## src/rtl/rgbw_pkg.sv

```systemverilog
// Shared definitions for the RGBW frame sequencer.
//   state_t     : frame FSM states
//   SYNC_BYTE   : frame start marker
//   FRAME_LEN   : bytes per frame including the sync byte
//   PAYLOAD_LEN : data bytes following the sync byte
//   IDX_*       : position of each field in the staging/committed banks
package rgbw_pkg;

    typedef enum logic [1:0] {
        ST_HUNT,
        ST_COLLECT,
        ST_PENDING
    } state_t;

    localparam logic [7:0]  SYNC_BYTE   = 8'h55;
    localparam int unsigned FRAME_LEN   = 8;
    localparam int unsigned PAYLOAD_LEN = FRAME_LEN - 1;

    localparam int unsigned IDX_LINT  = 0;
    localparam int unsigned IDX_COLOR = 1;
    localparam int unsigned IDX_RED   = 2;
    localparam int unsigned IDX_GREEN = 3;
    localparam int unsigned IDX_BLUE  = 4;
    localparam int unsigned IDX_WHITE = 5;
    localparam int unsigned IDX_MODE  = 6;

endpackage

```

## src/rtl/rgbw_rdy_sync.sv

```systemverilog
// Byte-ready synchroniser: brings the SPI slave's asynchronous rx_rdy level into
// the clk domain and emits a single-cycle strobe per rising edge.
//   clk      in  system clock
//   reset    in  synchronous, active-low reset
//   async_in in  asynchronous ready level
//   strobe   out one-cycle pulse, high during the third clock after async_in rises
module rgbw_rdy_sync (
    input  logic clk,
    input  logic reset,
    input  logic async_in,
    output logic strobe
);

    // [0],[1]: metastability chain; [2]: previous synchronised value for edge detect
    logic [2:0] shift;

    always_ff @(posedge clk) begin
        if (!reset) begin
            shift <= '0;
        end else begin
            shift <= {shift[1:0], async_in};
        end
    end

    assign strobe = shift[1] & ~shift[2];

endmodule

```

## src/rtl/rgbw_frame_sequencer.sv

```systemverilog
// Frame-level controller for the SPI command link. Hunts for the sync byte,
// collects the 7-byte payload into a staging bank, and commits the whole bank
// atomically to the colour/PWM datapath.
//   clk, reset              clock / synchronous active-low reset
//   rx_byte, rx_rdy         SPI byte and its asynchronous ready level
//   pwm_period_end          one-cycle pulse at PWM counter wrap (commit point)
//   lint..mode              committed frame fields
//   frame_ok / frame_err    one-cycle pulses on commit / timeout abort
//   busy                    high whenever not hunting for a sync byte
//   byte_cnt                bytes accepted in the current frame (0..FRAME_LEN)
module rgbw_frame_sequencer
    import rgbw_pkg::*;
#(
    parameter int unsigned TIMEOUT_CYC      = 50000,
    parameter bit          COMMIT_ON_PERIOD = 1'b1
) (
    input  logic       clk,
    input  logic       reset,
    input  logic [7:0] rx_byte,
    input  logic       rx_rdy,
    input  logic       pwm_period_end,
    output logic [7:0] lint,
    output logic [7:0] color_idx,
    output logic [7:0] red,
    output logic [7:0] green,
    output logic [7:0] blue,
    output logic [7:0] white,
    output logic [7:0] mode,
    output logic       frame_ok,
    output logic       frame_err,
    output logic       busy,
    output logic [3:0] byte_cnt
);

    logic strobe;

    rgbw_rdy_sync u_rdy_sync (
        .clk      (clk),
        .reset    (reset),
        .async_in (rx_rdy),
        .strobe   (strobe)
    );

    state_t      state, state_n;
    logic [3:0]  cnt, cnt_n;
    logic [16:0] tmo, tmo_n;
    logic [7:0]  stage     [PAYLOAD_LEN];
    logic [7:0]  stage_n   [PAYLOAD_LEN];
    logic [7:0]  committed [PAYLOAD_LEN];
    logic        commit;
    logic        abort;

    always_comb begin
        state_n = state;
        cnt_n   = cnt;
        tmo_n   = tmo;
        stage_n = stage;
        commit  = 1'b0;
        abort   = 1'b0;

        unique case (state)
            ST_HUNT: begin
                tmo_n = '0;
                if (strobe && rx_byte == SYNC_BYTE) begin
                    state_n = ST_COLLECT;
                    cnt_n   = 4'd1;
                end
            end

            ST_COLLECT: begin
                if (strobe) begin
                    tmo_n = '0;
                    for (int unsigned i = 0; i < PAYLOAD_LEN; i++) begin
                        if (cnt == 4'(i + 1)) stage_n[i] = rx_byte;
                    end
                    cnt_n = cnt + 4'd1;
                    if (cnt_n == 4'(FRAME_LEN)) begin
                        if (COMMIT_ON_PERIOD) begin
                            state_n = ST_PENDING;
                        end else begin
                            // stage_n already holds the last byte, so commit it directly
                            commit  = 1'b1;
                            cnt_n   = '0;
                            state_n = ST_HUNT;
                        end
                    end
                end else if (tmo == 17'(TIMEOUT_CYC - 1)) begin
                    abort   = 1'b1;
                    state_n = ST_HUNT;
                    cnt_n   = '0;
                    tmo_n   = '0;
                    stage_n = '{default: '0};
                end else begin
                    tmo_n = tmo + 17'd1;
                end
            end

            ST_PENDING: begin
                tmo_n = '0;
                // An early byte (overrun) forces the commit, then is treated as a hunt byte
                if (strobe || pwm_period_end) begin
                    commit  = 1'b1;
                    cnt_n   = '0;
                    state_n = ST_HUNT;
                    if (strobe && rx_byte == SYNC_BYTE) begin
                        state_n = ST_COLLECT;
                        cnt_n   = 4'd1;
                    end
                end
            end

            default: begin
                state_n = ST_HUNT;
                cnt_n   = '0;
                tmo_n   = '0;
            end
        endcase
    end

    always_ff @(posedge clk) begin
        if (!reset) begin
            state     <= ST_HUNT;
            cnt       <= '0;
            tmo       <= '0;
            stage     <= '{default: '0};
            committed <= '{default: '0};
            frame_ok  <= 1'b0;
            frame_err <= 1'b0;
        end else begin
            state     <= state_n;
            cnt       <= cnt_n;
            tmo       <= tmo_n;
            stage     <= stage_n;
            frame_ok  <= commit;
            frame_err <= abort;
            if (commit) committed <= stage_n;
        end
    end

    assign lint      = committed[IDX_LINT];
    assign color_idx = committed[IDX_COLOR];
    assign red       = committed[IDX_RED];
    assign green     = committed[IDX_GREEN];
    assign blue      = committed[IDX_BLUE];
    assign white     = committed[IDX_WHITE];
    assign mode      = committed[IDX_MODE];
    assign busy      = (state != ST_HUNT);
    assign byte_cnt  = cnt;

endmodule

```

## config.mk

```make
export PLATFORM = sky130hd
export DESIGN_NAME = rgbw_frame_sequencer
export DESIGN_NICKNAME = d
export VERILOG_FILES = /design/src/rtl/rgbw_pkg.sv /design/src/rtl/rgbw_rdy_sync.sv /design/src/rtl/rgbw_frame_sequencer.sv
export SDC_FILE = /design/constraint.sdc
export NUM_CORES = 1
export LEC_CHECK = 0
export BUFFER_PORTS_ARGS = -buffer_cell sky130_fd_sc_hd__buf_2
export CORE_MARGIN = 1
export CORE_UTILIZATION = 25
export CTS_BUF_LIST = sky130_fd_sc_hd__clkbuf_8
export CTS_CLUSTER_DIAMETER = 120
export DETAILED_ROUTE_END_ITERATION = 16
export PLACE_DENSITY = 0.46
export SLEW_MARGIN = 30
export SYNTH_ARGS = -nofsm -noshare
export SYNTH_HDL_FRONTEND = slang
export SYNTH_HIERARCHICAL = 1
export SYNTH_SLANG_ARGS = --single-unit
```

## constraint.sdc

```tcl
create_clock -name clk -period 2.3 [get_ports clk]
set_input_delay 0.23 -clock clk [delete_from_list [all_inputs] [get_ports clk]]
set_output_delay 0.23 -clock clk [all_outputs]
set_load 0.02 [all_outputs]
```

==> flow_summary_export.csv, run 1 <==
group,metric,value,unit
final_layout,drive_above_1_share,0.174,
setup_path,r2r_end,"stage[10]",
floorplan,rows,53,
floorplan,core,21100,µm²
timing,post-route-min-period,2.06,ns
synthesis,synth-seq-cells,140,
final_layout,post-route-util,0.305,
grt,grt_usage,0.136,
cts,numCtsBuffers,17,
setup_path,crit_required,2.62,ns
worst_hold_path,hold_path_end,"stage[47]",
floorplan,start_util,0.255,
timing,finalSetupViolCount,0,
synthesis,ys_seq_area_frac,0.521,
setup_path,cp-start-kind,"register",
synthesis,synth_area_per_cell,8.29,µm²
timing,rsz0062_at_grt,"false",
setup_path,rr_worst_depth,6,
cts,clk_pin_slew,0.07,ns
timing,max_freq,486,MHz
synthesis,synth_fa_ha_area_frac,0.0116,
timing,finalCritPeriodShare,0.895,
worst_hold_path,hp-start,"rx_byte[7]",
floorplan,die_area,22100,µm²
worst_hold_path,min_path_type,"in -> reg",
setup_path,crit_arrival,2.38,ns
final_layout,finalNetCount,723,
detailed_routing,wirelength,14.6,mm
final_layout,final_cell_mix,"140 x dfxtp_1, 130 x nand2_1, 84 x a21oi_1",
detailed_routing,ant_nets,0,
cts,clock_path_buffers,2,
synthesis,synth_edf_count,0,
timing,hold_viol,0,
timing,fin_setup_tns,0,ns
detailed_routing,wire_per_inst,14.7,µm
place,gp_congestion,0.762,
cts,htree_levels,4,
power,powerDensity,699,nW/µm²
setup_path,slowest_stage,"or4_4",
setup_path,critPathKind,"reg -> reg",
synthesis,synthArstFlopShare,0,
timing,slew_viol_final,0,
power,p_leak,2.41,nW
cts,root_buffer,"clkbuf_8",
cts,cts_tree,"yes",
final_layout,syn_to_final_growth,19.5,%
place,dp_hpwl,9.45,mm
setup_path,critical_path.cell_chain,"or4_4 > nor4b_4 > nand3_1 > buf_12 > nand2_1 > nor2_1",
synthesis,synth-compound-area-share,0.128,
synthesis,synth_simple_gate_area_frac,0.252,
detailed_routing,dr.pass1.iters,4,
grt,gr-total-overflow,0,
final_layout,diodes,0,
final_layout,final_common_cell,"dfxtp_1",
timing,clock_skew,0.0115,ns
timing,worstMarginPinSlew,0.571,ns
place,portBuffers,74,
worst_hold_path,min_path_cells,3,
detailed_routing,drtIter0Drc,254,
outcome,outcome,"completed",
floorplan,die_x,149,µm
synthesis,synth_ff_type,"dfxtp_1",
floorplan,die_h,149,µm
setup_path,worst-path-buf-inv,1,
setup_path,worst-path-stages,6,
setup_path,endpoint_kind,"register",
synthesis,muxShareOfSynthArea,0.0242,
final_layout,nFillCells,2324,
power,ir_drop,338,µV
grt,grt_pass1_wl,23.2,mm
setup_path,r2r_slack,0.24,ns
cts,clkLatencyLatePin,0.45,ns
timing,max_slew_margin,0.620,
synthesis,synth_cell_types,47,
synthesis,synth-xor-area-share,0.0244,
setup_path,worstReg2RegStart,"tmo[10]",
synthesis,synth_area,5380,µm²
synthesis,synth_top_family_by_area,"simple AND/OR/NAND/NOR gates",
synthesis,yosys_warnings,6,
setup_path,max_stage_delay,0.56,ns
grt,grt_max_degree,99,
grt,grt_pass1_vias,4323,
run,drv_cap,0,
detailed_routing,via_count,4496,
synthesis,synth_nets,666,
detailed_routing,drc,0,
synthesis,syn-instance-count,649,
setup_path,critPathTopFamily,"simple AND/OR/NAND/NOR gates",
cts,cts_sinks,140,
floorplan,ios,75,
grt,grt_antenna_before_repair,0,
setup_path,cp_max_fo,42,
detailed_routing,viasPerCell,4.52,
==> synth_stat cells, drive strengths merged, types with 3 or more instances <==
cell / n / area [µm²]
o21ai: 9 / 45.0
and3b: 3 / 26.3
a21oi: 84 / 420
nor2: 70 / 263
and2: 6 / 37.5
nand3: 64 / 325
nor3: 4 / 20.0
a21boi: 3 / 26.3
inv: 8 / 30.0
a211oi: 11 / 82.6
mux2i: 13 / 130
nand4: 4 / 25.0
dfxtp: 140 / 2800
o22ai: 3 / 18.8
clkbuf: 37 / 139
ha: 5 / 62.6
nand2: 132 / 500
and3: 4 / 25.0
buf: 8 / 38.8
xor2: 6 / 52.6
xnor2: 9 / 78.8
==> worst max path at each step <==
stage	to	from	slack [ns]
2_1_floorplan	white[0]	u_rdy_sync/shift[1]	0.43
3_3_place_gp	stage[0]	tmo[10]	0.27
3_5_place_dp	stage[10]	tmo[10]	0.24
4_1_cts	stage[10]	tmo[10]	0.22
5_1_grt	stage[3]	tmo[0]	0.05
6_report	stage[10]	tmo[10]	0.24
==> state kept, by name (all words and copies together) (netlist names) <==
register	flops
state	2
frame_ok	1
lint	8
white	8
byte_cnt	4
color_idx	8
red	8
u_rdy_sync/shift	3
stage	56
green	8
blue	8
tmo	17
frame_err	1
mode	8
==> worst min-delay path, delay by kind of cell <==
| kind | cells | cell delay, ns |
|---|---|---|
| and+or+nand+nor | 1 | 0.07 |
| buffers and inverters | 1 | 0.17 |
| AOI/OAI and AO/OA | 1 | 0.05 |
==> logic make-up (layout without fill, tap and decap cells) <==
logic type	Yosys count	in the layout
AND/OR/NAND/NOR	301	301
flip-flops	140	140
AO/OA/AOI/OAI	122	122
buffers and inverters	53	123
XOR/XNOR	15	15
multiplexers	13	13
adder cells (fa/ha/maj)	5	5
==> per-layer routing <==
layer	GRT usage	part of all wire	wire, µm	vias up
li1	-	-	-	2302
met1	0.181	0.49	7160	2093
met3	0.0376	0.050	728	12
met4	0.0372	0.0093	136	0
met2	0.213	0.45	6550	89
met5	0	0	0	-
==> power by group <==
group / leakage (nW) / switching [mW] / internal (mW)
sequential: 1.13 / 0.000870 / 2.42
combinational: 1.10 / 0.0725 / 0.0207
clock: 0.183 / 0.990 / 0.989
==> area by class of cell <==
cell class | count | area (µm²) | area share
flip-flops and latches | 140 | 2800 | 0.436
inverters | 8 | 30.0 | 0.00467
clock buffers | 18 | 248 | 0.0385
clock inverters | 14 | 146 | 0.0228
well taps | 275 | 344 | 0.0535
multi-input cells | 456 | 2380 | 0.370
repair buffers | 83 | 478 | 0.0743
==> per-stage QoR <==
stage / hold WS [ns] / area [µm²] / power, mW / std cells / worst slack [ns]
finish: 0.126 / 6430 / 4.50 / 994 / 0.241
global route: 0.109 / 6430 / 4.69 / 994 / 0.0460
CTS: 0.0898 / 6430 / 4.57 / 994 / 0.219
detailed placement: 0.427 / 6020 / 2.57 / 961 / 0.237
global placement: 0.419 / 6020 / 2.58 / 961 / 0.265
floorplan: 0.352 / 5380 / 2.53 / 649 / 0.430
==> timing repair <==
action,4_1_cts,5_1_grt
endpoints found under the hold margin,1,0
hold buffers,1,0
resized for setup,0,0
setup buffers,0,0
Power figures use the tool's default switching activity.
==> run 2, diff against run 1 <==
--- a/config.mk
+++ b/config.mk
@@ -15,5 +15,4 @@
 export SLEW_MARGIN = 30
 export SYNTH_ARGS = -nofsm -noshare
 export SYNTH_HDL_FRONTEND = slang
-export SYNTH_HIERARCHICAL = 1
 export SYNTH_SLANG_ARGS = --single-unit
==> run 2 against run 1 <==
Wire length shrank 18%; register-to-register slack better by 0.12 ns; clock power increased by 5%; sequential power is essentially flat; sequential share of layout area rose by 2.5 points; power up 2.1%; first-iteration DRC count shrank 17%; non-clock buffer count is 2 lower; critical path type unchanged; critical endpoint is now byte_cnt[1].
==> flow_summary_export.csv, run 2 <==
group,metric,value,unit
outcome,outcome,"completed",
floorplan,die_area,20500,µm²
grt,grt_usage,0.125,
floorplan,die_h,143,µm
cts,numCtsBuffers,17,
place,dp_hpwl,7.72,mm
detailed_routing,ant_nets,0,
detailed_routing,drc,0,
final_layout,final_common_cell,"dfxtp_1",
final_layout,largest_reg_flops,56,
cts,clk_pin_slew,0.08,ns
setup_path,cp-start-kind,"register",
run,drv_cap,0,
place,place_ws,0.365,ns
synthesis,synth_nets,474,
timing,hold_viol,0,
grt,grt_antenna_before_repair,0,
cts,cts_tree,"yes",
synthesis,synth_most_common_cell,"dfxtp_1",
final_layout,drive_above_1_share,0.241,
place,gp_congestion,0.727,
power,powerDensity,754,nW/µm²
final_layout,finalNetCount,552,
timing,finalSetupViolCount,0,
cts,cts_sinks,140,
final_layout,post-route-util,0.313,
floorplan,die_x,143,µm
setup_path,crit_arrival,2.29,ns
cts,postCtsSetupBuffers,0,
power,p_leak,2.71,nW
timing,max_slew_margin,0.580,
detailed_routing,viasPerCell,4.36,
synthesis,yosys_warnings,0,
worst_hold_path,min_path_type,"in -> reg",
final_layout,diodes,0,
timing,clock_skew,0.00922,ns
timing,finalCritPeriodShare,0.843,
final_layout,top_register,"stage",
final_layout,syn_to_final_growth,22.4,%
timing,max_freq,516,MHz
cts,clock_path_buffers,2,
timing,slew_viol_final,0,
synthesis,synth_area_per_cell,10.9,µm²
floorplan,rows,51,
synthesis,yosysTopAreaCell,"dfxtp_1",
synthesis,synth_edf_count,0,
grt,grt_pass1_wl,18.8,mm
floorplan,core,19500,µm²
place,portBuffers,74,
timing,post-route-min-period,1.94,ns
detailed_routing,dr.pass1.iters,4,
synthesis,synth_ff_type,"dfxtp_1",
synthesis,synth_area,4970,µm²
cts,root_buffer,"clkbuf_8",
floorplan,start_util,0.256,
cts,post_cts_resized,0,
grt,grt_max_degree,58,
synthesis,synth_cell_types,39,
setup_path,endpoint_kind,"register",
grt,grt_pass1_vias,3471,
grt,gr-total-overflow,0,
final_layout,final_cell_mix,"140 x dfxtp_1, 86 x nor2_1, 74 x buf_2",
detailed_routing,drtIter0Drc,211,
timing,setup_ws,0.361,ns
setup_path,cp_max_fo,6,
setup_path,crit_required,2.65,ns
timing,rsz0062_at_grt,"false",
floorplan,ios,75,
setup_path,critPathKind,"reg -> reg",
timing,worstMarginPinSlew,0.631,ns
detailed_routing,wire_per_inst,14.6,µm
detailed_routing,wirelength,11.9,mm
synthesis,synth-seq-cells,140,
synthesis,synthTopCellsByCount,"140 x dfxtp_1, 86 x nor2_1, 57 x mux2i_1, 56 x o2bb2ai_1, 14 x clkbuf_1",
timing,fin_setup_tns,0,ns
synthesis,synth.top_cell.area_share,0.563,
synthesis,syn-instance-count,457,
synthesis,ys_seq_area_frac,0.563,
power,ir_drop,285,µV
cts,htree_levels,4,
detailed_routing,via_count,3547,
final_layout,top_regs,"stage x56, tmo x17",
cts,clkLatencyLatePin,0.45,ns
synthesis,synth_area_leaders,"dfxtp_1 56%, mux2i_1 11%, o2bb2ai_1 9.9%, nor2_1 6.5%, xnor2_1 1.6%",
synthesis,synthArstFlopShare,0,
==> run 2: changes by cell type in the layout (fill, tap and decap cells not counted), sizes merged, moves of 6 or more <==
cell and change:
o2bb2ai +56, nand2 -114, a211oi -10, nand3 -55, o21ai -6, mux2i +44, nor2 +16, a21oi -83
==> run 2: layout make-up <==
cell class / count / area (µm²)
Multi-Input combinational cell: 288 / 2060
Fill cell: 1995 / 13400
Tap cell: 265 / 332
Inverter: 7 / 26.3
Clock buffer: 18 / 248
Clock inverter: 14 / 166
Timing Repair Buffer: 81 / 450
Sequential cell: 140 / 2800
==> run 2: kinds of logic (layout without fill, tap and decap cells) <==
group / count (synthesis) / in the layout / share of synthesized area
DFF: 140 / 140 / 0.563
muxes: 57 / 57 / 0.115
buffers and inverters: 29 / 120 / 0.0264
and+or+nand+nor: 141 / 141 / 0.135
adders and majority gates: 5 / 5 / 0.0126
AOI/OAI and AO/OA: 69 / 69 / 0.120
xor gates and xnor gates: 16 / 16 / 0.0282
==> run 2: worst paths after layout <==
check	slack, ns	to	startpoint	depth (start not counted)
setup / recovery	0.36	byte_cnt[1]	u_rdy_sync.shift[1]	5
hold / removal	0.16	state[1]	pwm_period_end	3
setup reg to reg	0.36	byte_cnt[1]	u_rdy_sync.shift[1]	5
hold reg to reg	0.44	u_rdy_sync.shift[1]	u_rdy_sync.shift[0]	1
==> run 2: through the flow <==
stage | total power [mW] | instances | instance area [µm²] | hold WS [ns]
5_1_grt | 4.78 | 813 | 6090 | 0.158
4_1_cts | 4.66 | 813 | 6090 | 0.122
2_1_floorplan | 2.52 | 457 | 4970 | 0.357
6_report | 4.59 | 813 | 6090 | 0.157
3_5_place_dp | 2.58 | 780 | 5660 | 0.422
3_3_place_gp | 2.58 | 780 | 5660 | 0.425
==> run 2: critical path: stages (launching register included) <==
cell and delay (ns):
dfxtp_1 0.35, nor2b_1 0.48, nand3_1 0.22, o211ai_1 0.26
a21bo_2 0.29, a31o_2 0.25
==> run 2: power by group <==
group	switching, mW	internal [mW]
Combinational	0.0693	0.0254
Sequential	0.000848	2.42
Clock	0.970	1.10
==> run 2: what timing repair did <==
action | 4_1_cts | 5_1_grt
hold buffers | 1 | 0
setup endpoints to repair | 0 | 0
hold endpoints to repair | 1 | 0
==> run 2: routing by layer <==
layer,routed length [µm],track usage
met2,5570,0.197
met1,5580,0.159
met5,0,0
met4,217,0.0577
met3,523,0.0335
